$ cat config.mk
export PLATFORM = sky130hd
export DESIGN_NAME = imem_access_ctrl
export DESIGN_NICKNAME = d
export VERILOG_FILES = /design/src/rtl/imem_access_ctrl.sv
export SDC_FILE = /design/constraint.sdc
export NUM_CORES = 1
export LEC_CHECK = 0
export CORE_MARGIN = 2
export CORE_UTILIZATION = 27
export DETAILED_ROUTE_END_ITERATION = 8
export PLACE_DENSITY = 0.87
export SYNTH_ARGS = -nofsm -noshare
export SYNTH_HDL_FRONTEND = slang
export SYNTH_SLANG_ARGS = --single-unit
$ cat constraint.sdc
create_clock -name clk -period 3.7 [get_ports clk]
set_clock_uncertainty 0.15 [all_clocks]
set_input_delay 0.37 -clock clk [delete_from_list [all_inputs] [get_ports clk]]
set_output_delay 0.37 -clock clk [all_outputs]
set_load 0.005 [all_outputs]
$ cat src/rtl/imem_access_ctrl.sv
// Single-port instruction memory arbiter: boot-time loader vs. IF-stage fetch.
// Optional macro IMEM_PATCH_EN allows loader writes in RUN while the fetch slot is unused.
module imem_access_ctrl #(
  parameter int                ADDR_W    = 6,
  parameter int                DATA_W    = 32,
  parameter logic [DATA_W-1:0] NOP_INST  = 32'h00000033,
  parameter bit                BOOT_LOAD = 1'b1
) (
  input  logic              clk,
  input  logic              rst,
  input  logic              load_start,
  input  logic              ld_valid,
  output logic              ld_ready,
  input  logic [ADDR_W-1:0] ld_addr,
  input  logic [DATA_W-1:0] ld_data,
  input  logic              ld_last,
  input  logic              fetch_req,
  input  logic [ADDR_W-1:0] fetch_addr,
  input  logic              fetch_stall,
  output logic              fetch_valid,
  output logic [DATA_W-1:0] fetch_inst,
  output logic [ADDR_W-1:0] mem_addr,
  output logic              mem_we,
  output logic [DATA_W-1:0] mem_wdata,
  input  logic [DATA_W-1:0] mem_rdata,
  output logic              core_hold,
  output logic              load_done,
  output logic              load_ovf
);

  localparam int DEPTH = 1 << ADDR_W;
  localparam logic [ADDR_W:0] LAST_CNT = (ADDR_W + 1)'(DEPTH - 1);

  // Handshake: a loader word transfers on a rising clk edge where ld_valid && ld_ready.
  typedef enum logic [1:0] {LOAD = 2'd0, DRAIN = 2'd1, RUN = 2'd2} state_t;

  state_t          state;
  logic [ADDR_W:0] word_cnt;
  logic            patch_wr;

  always_comb begin
    ld_ready    = 1'b0;
    mem_addr    = fetch_addr;
    mem_we      = 1'b0;
    mem_wdata   = ld_data;
    fetch_valid = 1'b0;
    fetch_inst  = NOP_INST;
    patch_wr    = 1'b0;
    case (state)
      LOAD: begin
        ld_ready = 1'b1;
        mem_addr = ld_addr;
        mem_we   = ld_valid;
      end
      RUN: begin
`ifdef IMEM_PATCH_EN
        // The port is free whenever the fetch result would be unused.
        ld_ready = fetch_stall | ~fetch_req;
        patch_wr = ld_valid & ld_ready;
`endif
        if (patch_wr) begin
          mem_addr = ld_addr;
          mem_we   = 1'b1;
        end else begin
          fetch_valid = fetch_req;
          fetch_inst  = mem_rdata;
        end
      end
      default: ;
    endcase
  end

`ifndef IMEM_PATCH_EN
  logic unused_stall;
  assign unused_stall = fetch_stall;
`endif

  always_ff @(posedge clk or posedge rst) begin
    if (rst) begin
      state     <= BOOT_LOAD ? LOAD : RUN;
      core_hold <= BOOT_LOAD;
      word_cnt  <= '0;
      load_done <= 1'b0;
      load_ovf  <= 1'b0;
    end else begin
      load_done <= 1'b0;
      case (state)
        LOAD: begin
          if (ld_valid) begin
            word_cnt <= word_cnt + 1'b1;
            if (ld_last) begin
              state     <= DRAIN;
              load_done <= 1'b1;
            end else if (word_cnt == LAST_CNT) begin
              // Depth exhausted without a terminating word.
              state     <= DRAIN;
              load_done <= 1'b1;
              load_ovf  <= 1'b1;
            end
          end
        end
        DRAIN: begin
          word_cnt  <= '0;
          state     <= RUN;
          core_hold <= 1'b0;
        end
        RUN: begin
          if (load_start) begin
            state     <= LOAD;
            core_hold <= 1'b1;
            load_ovf  <= 1'b0;
            word_cnt  <= '0;
          end
        end
        default: begin
          state     <= RUN;
          core_hold <= 1'b0;
        end
      endcase
    end
  end

endmodule

=== Word-level counts from Yosys, hierarchy flattened ===
Cells that the tools add are included.

* Output and inout port bits: 76
* Input bits: 83
* Logic and storage cells: 46
* Flip-flop bits (word level): 12

* Add/sub/neg operators: 1
* Multiplexer cells: 24
* Equal/unequal tests: 8
* Reduce and logical (&&, ||, !) cells: 7
* Bitwise gates (word level): 1

{| class="wikitable"
|+ Operator list
! operator !! count
|-
| $mux W32 || 1
|-
| $pmux W7 S3 || 1
|-
| $mux W7 || 2
|-
| $mux W1 || 12
|-
| $mux W2 || 4
|-
| $ne A2 B2 Y1 const B || 4
|-
| $add A7 B1 Y7 const B || 1
|-
| $eq A7 B6 Y1 const B || 1
|-
| $mux W6 || 1
|-
| $reduce_and A3 Y1 || 2
|-
| $reduce_and A5 Y1 || 1
|-
| $pmux W1 S2 || 2
|-
| $pmux W2 S2 || 1
|-
| $ne A3 B3 Y1 const B || 1
|-
| $reduce_bool A3 Y1 || 1
|-
| $eq A2 B1 Y1 const B || 1
|-
| $eq A2 B2 Y1 const B || 1
|-
| $logic_not A2 Y1 || 1
|-
| $reduce_and A2 Y1 || 1
|-
| $reduce_bool A2 Y1 || 1
|-
| $not A1 Y1 || 1
|}

=== Logic depth before layout (Yosys ltp) ===
* Depth in word-level cells: 5
* Gate-level depth with buffers: 6
* Mapped depth without buffers: 6

=== Worst setup path after synthesis ===
OpenSTA, ideal clock, no wires.

* Path type: reg-to-reg
* From: register state[0]
* To: register load_ovf
* Data required time: 3.481 ns
* Library setup time: 0.069 ns
* Stages on the path, launching flop included: 7
* Path buffers: 1
* Arrival time: 1.519 ns
* Path slack: 1.962 ns
* Cell sequence: dfrtp_1 > inv_1 > ha_1 > buf_2 > and2_1 > or4b_1 > nand3_1

* Longest elaborated chain between the ends: 3
* Elaborated cells between the ends (all ways): 9

{| class="wikitable"
|+ Ends and longest elaborated chain
! item !! RTL line !! source
|-
| start: declaration || 37 || <nowiki>state_t state;</nowiki>
|-
| start signal: assignment || 80 || <nowiki>state <= BOOT_LOAD ? LOAD : RUN;</nowiki>
|-
| $eq A2 B2 Y1 or $logic_not A2 Y1 (tied branches) || 87 || <nowiki>case (state)</nowiki>
|-
| $ne A2 B2 Y1 (no line) or $reduce_bool A2 Y1 (tied branches) || -- ||
|-
| $reduce_and A5 Y1 (no line) || -- ||
|-
| end signal: assignment || 84 || <nowiki>load_ovf <= 1'b0;</nowiki>
|-
| end signal: assignment || 98 || <nowiki>load_ovf <= 1'b1;</nowiki>
|-
| end signal: assignment || 111 || <nowiki>load_ovf <= 1'b0;</nowiki>
|-
| end: declaration || 28 || <nowiki>output logic load_ovf</nowiki>
|}

Parallel ways exist; a longest one is shown, timed or not.
A chain may end at the register's enable or synchronous reset.

=== Worst setup path in the final report ===
* From: register state[0]
* To: output port fetch_inst[21]

* Longest elaborated chain between the ends: 2

{| class="wikitable"
|+ Ends and longest elaborated chain
! item !! RTL line !! source
|-
| $eq A2 B2 Y1 || 49 || <nowiki>case (state)</nowiki>
|-
| $mux W32 || 49 ||
|-
| end: declaration || 21 || <nowiki>output logic [DATA_W-1:0] fetch_inst,</nowiki>
|}

No other way between the ends.

==> metrics.yaml <==
layout-area-overhead-vs-synth_pct: 65.9
min_period_ns: 2.81
cp_slowest_cell: "ha_1"
drive_above_1_share: 0.0644
max_slew_margin: 0.369
crit_arrival_ns: 2.29
die_h_um: 70.4
cts_root_buffer: "clkbuf_8"
critical_path.cell_chain: "inv_1, ha_1, and2_1, clkdlybuf4s50_1"
path_max_fanout: 37
clockBufferDepth: 2
comb_power_share: 0.716
clock_latency_ns: 0.25
worstMarginPinSlew_ns: 0.946
routedWlPerCell_um: 13.1
vias_per_cell: 4.53
post-route-period-util: 0.760
grt_pass1_wl_um: 5270
crit_required_ns: 3.18
syn_nets: 228
drcViolationCount: 0
status: "finished, final reports clean"
fp.dieW_um: 70.4
syn_area_per_cell_um2: 8.45
dpl.hpwl_um: 2660
cts_tree: "done"
antenna_found_initial: 0
min_path_type: "in2async"
hold_viol: 0
place_ws_ns: 1.14
dr.pass1.iters: 4
clock-sinks: 12
nets: 290
syn_area_mm2: 0.00119
maxCapViolCount: 0
critical_path_class: "reg2out"
max_stage_delay_ns: 0.78
drtAntennaViolNets: 0
rows: 24
rsz0062_at_grt: "false"
power.density_mw_per_mm2: 621
ios: 159
grt-ovfl-total: 0
final_cells: 254
reg2reg_setup_slack_ns: 1.30
final_cell_mix: "93 x clkdlybuf4s50_1, 31 x and2_1, 11 x dfrtp_1"
numCtsBuffers: 3
switching_power_mw: 0.451
ys_warn_count: 0
finalSetupTns_ns: 0
max_freq_mhz: 356
final_area_mm2: 0.00198
post_cts_buffers: 0
drt_iter0_drc: 37
fp.dieArea_mm2: 0.00496
ctsHtreeMaxLevel: 1
grt_pass1_vias: 1142
drt_wl_total_um: 3340
initial_utilization: 0.277
core-area_mm2: 0.00429
antenna_cells: 0
clk_pin_slew_ns: 0.06
placed_cell_area_mm2: 0.00193
slew_violations: 0
cts_hold_buf: 0
grt_max_degree: 38
grt_usage: 0.134
final_common_cell: "clkdlybuf4s50_1"
place_inst: 250
critPathCaptureType: "primary output"
power_frac_seq: 0.178
swShare: 0.367
ctsResizeCount: 0
synth_top_flop_cell: "dfrtp_1"
path_delay_family: "adder cells"
via_count: 1150
fillers: 421
synth_seq_cells: 12
synth_cells: 141
ys_seq_area_frac: 0.253
p_leak_nw: 0.782
gp_congestion: 0.778
ir_drop_uv: 233
power_mw: 1.23
critPathBufInv: 2
clkPwrFrac: 0.106
final_core_util: 0.460
setup_viol: 0
setup_ws_ns: 0.888
holdWs_ns: 0.280
async_flop_share: 1.00
internal-power_mw: 0.776
synthDistinctLibCells: 28
synth_edf_count: 0
io_buffers: 93
start_kind: "register"
-- final timing paths --
| path | startpoint | to | depth (start not counted) |
|---|---|---|---|
| max reg2reg | state[0] | word_cnt[2] | 6 |
| min reg2reg | word_cnt[4] | word_cnt[4] | 1 |
| min in group clk | word_cnt[4] | word_cnt[4] | 1 |
| max in group asynchronous | rst | core_hold | 2 |
| max | state[0] | fetch_inst[21] | 4 |
| min | rst | word_cnt[2] | 2 |
-- area by class of cell --
cell class                      count  area [um2]  area share
Timing Repair Buffer               93         931       0.471
Multi-Input combinational cell     88         614       0.311
Sequential cell                    12         302       0.153
Tap cell                           52        65.1      0.0329
Clock buffer                        4        45.0      0.0228
Inverter                            5        18.8     0.00950
-- cells in the mapped netlist, types with 2 or more instances --
| cell type | count | share of area |
|---|---|---|
| nand2_1 | 3 | 0.0095 |
| a31oi_1 | 4 | 0.021 |
| inv_1 | 5 | 0.016 |
| mux2_2 | 6 | 0.057 |
| nand3_1 | 5 | 0.021 |
| nor2_1 | 3 | 0.0095 |
| buf_4 | 32 | 0.20 |
| clkbuf_1 | 3 | 0.0095 |
| and2_1 | 31 | 0.16 |
| ha_1 | 4 | 0.042 |
| a21oi_1 | 2 | 0.0084 |
| nand2b_1 | 8 | 0.042 |
| o21ai_0 | 8 | 0.034 |
| o31ai_1 | 2 | 0.013 |
| dfrtp_1 | 11 | 0.23 |
| o211ai_1 | 2 | 0.013 |
-- registers in the layout (all words and copies together) (netlist names) --
register	cells
load_done	1
core_hold	1
load_ovf	1
word_cnt	7
state	2
-- routing by layer --
layer,part of all wire,track usage,up-vias
met5,0,0,-
met4,0.032,0.0897,0
met3,0.096,0.0375,19
met2,0.48,0.227,63
met1,0.39,0.144,508
li1,-,-,560
-- kinds of logic (layout without fill, tap and decap cells) --
group,after synthesis,count (layout),share of synthesized area
adders and majority gates,4,4,0.0420
AOI/OAI and AO/OA,21,21,0.111
DFF,12,12,0.253
buffers and inverters,41,102,0.231
and+or+nand+nor,57,57,0.306
muxes,6,6,0.0567
-- power by group through the flow --
| stage | Combinational [mW] | Sequential [mW] | Clock, mW |
|---|---|---|---|
| 3_3_place_gp | 0.868 | 0.216 | 0 |
| 3_5_place_dp | 0.885 | 0.219 | 0 |
| 4_1_cts | 0.889 | 0.217 | 0.132 |
| 6_report | 0.878 | 0.219 | 0.130 |
| 5_1_grt | 0.960 | 0.227 | 0.135 |
| 2_1_floorplan | 0.438 | 0.212 | 0 |
Power figures use the tool's default switching activity.
==> patch 1, RTL diff (same settings) <==
The parameter `DATA_W` goes from 32 to 36.
--- a/src/rtl/imem_access_ctrl.sv
+++ b/src/rtl/imem_access_ctrl.sv
@@ -3,5 +3,5 @@
 module imem_access_ctrl #(
   parameter int                ADDR_W    = 6,
-  parameter int                DATA_W    = 32,
+  parameter int                DATA_W    = 36,
   parameter logic [DATA_W-1:0] NOP_INST  = 32'h00000033,
   parameter bit                BOOT_LOAD = 1'b1
Ports: changed (resized fetch_inst, ld_data, mem_rdata and mem_wdata); port bits go from 159 to 175. The function was not compared with the original's and may differ.
==> patch 1 against the unedited design <==
- routed wire length up 10%
- synthesized cell count increased by 6.4%
- combinational power up 6.0%
- sequential cell count stayed put
- setup slack got worse by 31 ps
- cell count increased by 4.7%
- register-to-register slack got worse by 40 ps
- area after synthesis increased by 4.9%
- final area grew 5.8%
- global-route usage rose by 0.28 points
- power rose by 5.3%
- via count up 8.3%
- largest power group unchanged
==> patch 1: results (changes against the unedited design) <==
| Metric | Value |
|---|---|
| Hold/Removal Path Class | in2async (unchanged) |
| Post-DR wirelength/cell | 13.85 um (was 13.15 um) |
| Area contributors post-synth | dfrtp_1 (22%), buf_4 (22%), and2_1 (18%) (was dfrtp_1 (23%), buf_4 (20%), and2_1 (16%)) |
| Met3 Use GR | 4.306% (was 3.752%) |
| RePlAce Congestion | 0.7918 (was 0.7782) |
| Vias in the first global route | 1,209 (was 1,142) |
| Worst-path maximum fanout | 41 (was 37) |
| Mux share of post-synthesis cell area | 5.405% (was 5.672%) |
| GRT met2 Usage | 25.21% (was 22.75%) |
| Slew @ Worst Pin | 1005 ps (was 946.5 ps) |
| Port buffer count | 101 (was 93) |
| Routed vias/inst | 4.684 (was 4.528) |
| Worst-Skew Late Latency | 240 ps |
| Antenna violations before repair | 0 (unchanged) |
| Filler Cell Count | 413 (was 421) |
| Compound-Gate Fraction of Synth Area | 10.61% (was 11.13%) |
| Register area share after synthesis | 24.12% (was 25.32%) |
| Final HPWL DP | 3.064 mm (was 2.662 mm) |
| Placement Cell Area | 2036 um^2 (was 1931 um^2) |
| DR iter-0 viols | 117 (was 37) |
| CP peak stage delay | 820 ps (was 780 ps) |
| Biggest regs | word_cnt: 7 flops, state: 2 flops (unchanged) |
| Final net count | 310 (was 290) |
| Global-route wire length before repair | 5.575 mm (was 5.271 mm) |
| Grt met1 use | 13.47% (was 14.44%) |
| Status | completed (unchanged) |
| Post-Syn Nets | 245 (was 228) |
| Share of cells above drive strength 1 | 7.009% (was 6.436%) |
| Gr usage total | 13.72% (was 13.44%) |
| Synth cell count leaders | buf_4 (36), and2_1 (35), dfrtp_1 (11) (was buf_4 (32), and2_1 (31), dfrtp_1 (11)) |
| Pin count of the biggest net entering global routing | 42 (was 38) |
-- patch 1: per-stage QoR --
step / utilization [%] / total power, uW / cells / worst slack, ps / hold slack (ps)
4_1_cts: 47.36 / 1312 / 266 / 803.2 / 294.6
2_1_floorplan: - / 675.0 / 150 / 1912 / 83.98
3_3_place_gp: 46.12 / 1142 / 262 / 1100 / 315.3
5_1_grt: 47.36 / 1398 / 266 / 607.8 / 326.2
3_5_place_dp: 46.12 / 1161 / 262 / 1082 / 334.7
6_report: 47.36 / 1293 / 266 / 857.2 / 288.2
-- patch 1: final cells by class --
class	count	area [um^2]	share of cell area [%]
tap	52	65.06	3.112
multi-input combinational	92	639.4	30.58
timing repair buffer	101	1011	48.35
inverter	5	18.77	0.8977
sequential	12	301.5	14.42
clock buffer	4	55.05	2.633
-- patch 1: metal layers --
metal / wire [um] / share of wire, %
met1: 1238 / 34
met5: 0 / 0
met3: 395 / 11
met4: 93 / 2.5
met2: 1955 / 53
-- patch 1: power breakdown --
group	switching, uW	internal, uW	total, uW
registers	41.3	177	219
clock network	48.7	94.0	143
logic	369	562	931
total	459	833	1290
-- patch 1: final timing paths --
| kind | from | end | slack [ps] | cells past startpoint |
|---|---|---|---|---|
| setup / recovery | state[0]$_DFFE_PP0P_ | fetch_inst[28] | 860 | 4 |
| hold / removal | rst | word_cnt[4]$_DFFE_PP0P_ | 290 | 2 |
| setup reg to reg | state[0]$_DFFE_PP0P_ | word_cnt[3]$_DFFE_PP0P_ | 1260 | 6 |
| hold reg to reg | word_cnt[4]$_DFFE_PP0P_ | word_cnt[4]$_DFFE_PP0P_ | 330 | 1 |
| max in group asynchronous | rst | core_hold$_DFFE_PP1P_ | 2770 | 2 |
| min in group clk | word_cnt[4]$_DFFE_PP0P_ | word_cnt[4]$_DFFE_PP0P_ | 330 | 1 |
==> patch 2, RTL diff (config.mk and constraints unchanged) <==
Made on the original files. The 3 states of `state_t` get a one-hot encoding in 3 bits.
--- a/src/rtl/imem_access_ctrl.sv
+++ b/src/rtl/imem_access_ctrl.sv
@@ -33,5 +33,5 @@
 
   // Handshake: a loader word transfers on a rising clk edge where ld_valid && ld_ready.
-  typedef enum logic [1:0] {LOAD = 2'd0, DRAIN = 2'd1, RUN = 2'd2} state_t;
+  typedef enum logic [2:0] {LOAD = 3'b001, DRAIN = 3'b010, RUN = 3'b100} state_t;
 
   state_t          state;
Check against the original RTL: same outputs for any inputs over 10 cycles, from zero or initial values and one cycle with rst high; not proved beyond that.
==> patch 2 against the unedited design <==
- routed wire length fell by 2.8%
- area after synthesis fell by 0.84%
- setup slack improved by 19 ps
- utilization barely moved
- cell count fell by 2.4%
- final area barely moved
- power fell by 21%
- sequential cell count rose by 1
- critical endpoint is now fetch_inst[19]
- highest routed layer unchanged
==> patch 2: results (changes against the unedited design) <==
| Metric | Value |
|---|---|
| Top cell family by delay on the critical path | simple AND/OR/NAND/NOR gates (was adder cells) |
| Grt met1 use | 13.52% (was 14.44%) |
| Status | completed (unchanged) |
| M1 WL | 1.189 mm (was 1.304 mm) |
| RePlAce Congestion | 0.7411 (was 0.7782) |
| Placement Cell Area | 1928 um^2 (was 1931 um^2) |
| Final net count | 281 (was 290) |
| Post-Synth XOR/XNOR Area | 0.7415% (was 0%) |
| Adder-cell share of the synthesized area | 1.059% (was 4.202%) |
| CP peak stage delay | 830 ps (was 780 ps) |
| Worst-path maximum fanout | 35 (was 37) |
| Pin count of the biggest net entering global routing | 36 (was 38) |
| DP Cell Count | 244 (was 250) |
| Vias in the first global route | 1,005 (was 1,142) |
| Post-DR wirelength/cell | 13.09 um (was 13.15 um) |
| Area contributors post-synth | dfrtp_1 (23%), buf_4 (20%), and2_1 (15%) (was dfrtp_1 (23%), buf_4 (20%), and2_1 (16%)) |
| Slowest CP cell | nor3b_4 (was ha_1) |
| DR iter-0 viols | 15 (was 37) |
| Biggest regs | word_cnt: 7 flops, state: 3 flops (was word_cnt: 7 flops, state: 2 flops) |
| Met2 Wirelength | 1.620 mm (was 1.609 mm) |
| Compound-Gate Fraction of Synth Area | 11.44% (was 11.13%) |
| Synth cell count leaders | buf_4 (32), and2_1 (29), dfrtp_1 (11) (was buf_4 (32), and2_1 (31), dfrtp_1 (11)) |
| Post-Syn Nets | 218 (was 228) |
| Library cells used by synthesis | 35 (was 28) |
| Pre-CTS setup slack | 1102 ps (was 1142 ps) |
| Share of cells above drive strength 1 | 9.694% (was 6.436%) |
| Filler Cell Count | 415 (was 421) |
| Global-route wire length before repair | 4.988 mm (was 5.271 mm) |
| Mux share of post-synthesis cell area | 6.568% (was 5.672%) |
| Slew @ Worst Pin | 957.8 ps (was 946.5 ps) |
[patch 2: layout make-up]
class                           count  area share (%)
Clock buffer                        3           2.091
Clock inverter                      1          0.2535
Inverter                            3          0.6971
Multi-Input combinational cell     82           29.53
Sequential cell                    13           16.60
Tap cell                           52           3.295
Timing Repair Buffer               94           47.53
[patch 2: worst paths after layout]
path	from	end	slack, ps	cells after the start
min	rst	word_cnt[1]$_DFFE_PP0P_	290	2
min reg2reg	load_ovf$_DFFE_PP0P_	load_ovf$_DFFE_PP0P_	350	1
max in group asynchronous	rst	core_hold$_DFFE_PP1P_	2760	2
min in group clk	load_ovf$_DFFE_PP0P_	load_ovf$_DFFE_PP0P_	350	1
max reg2reg	state[1]$_DFFE_PP0P_	word_cnt[6]$_DFFE_PP0P_	1320	5
max	state[1]$_DFFE_PP0P_	fetch_inst[19]	910	3
[patch 2: power breakdown]
group,internal [uW],switching (uW)
Clock,74.3,51.9
Combinational,426,222
Sequential,173,24.7
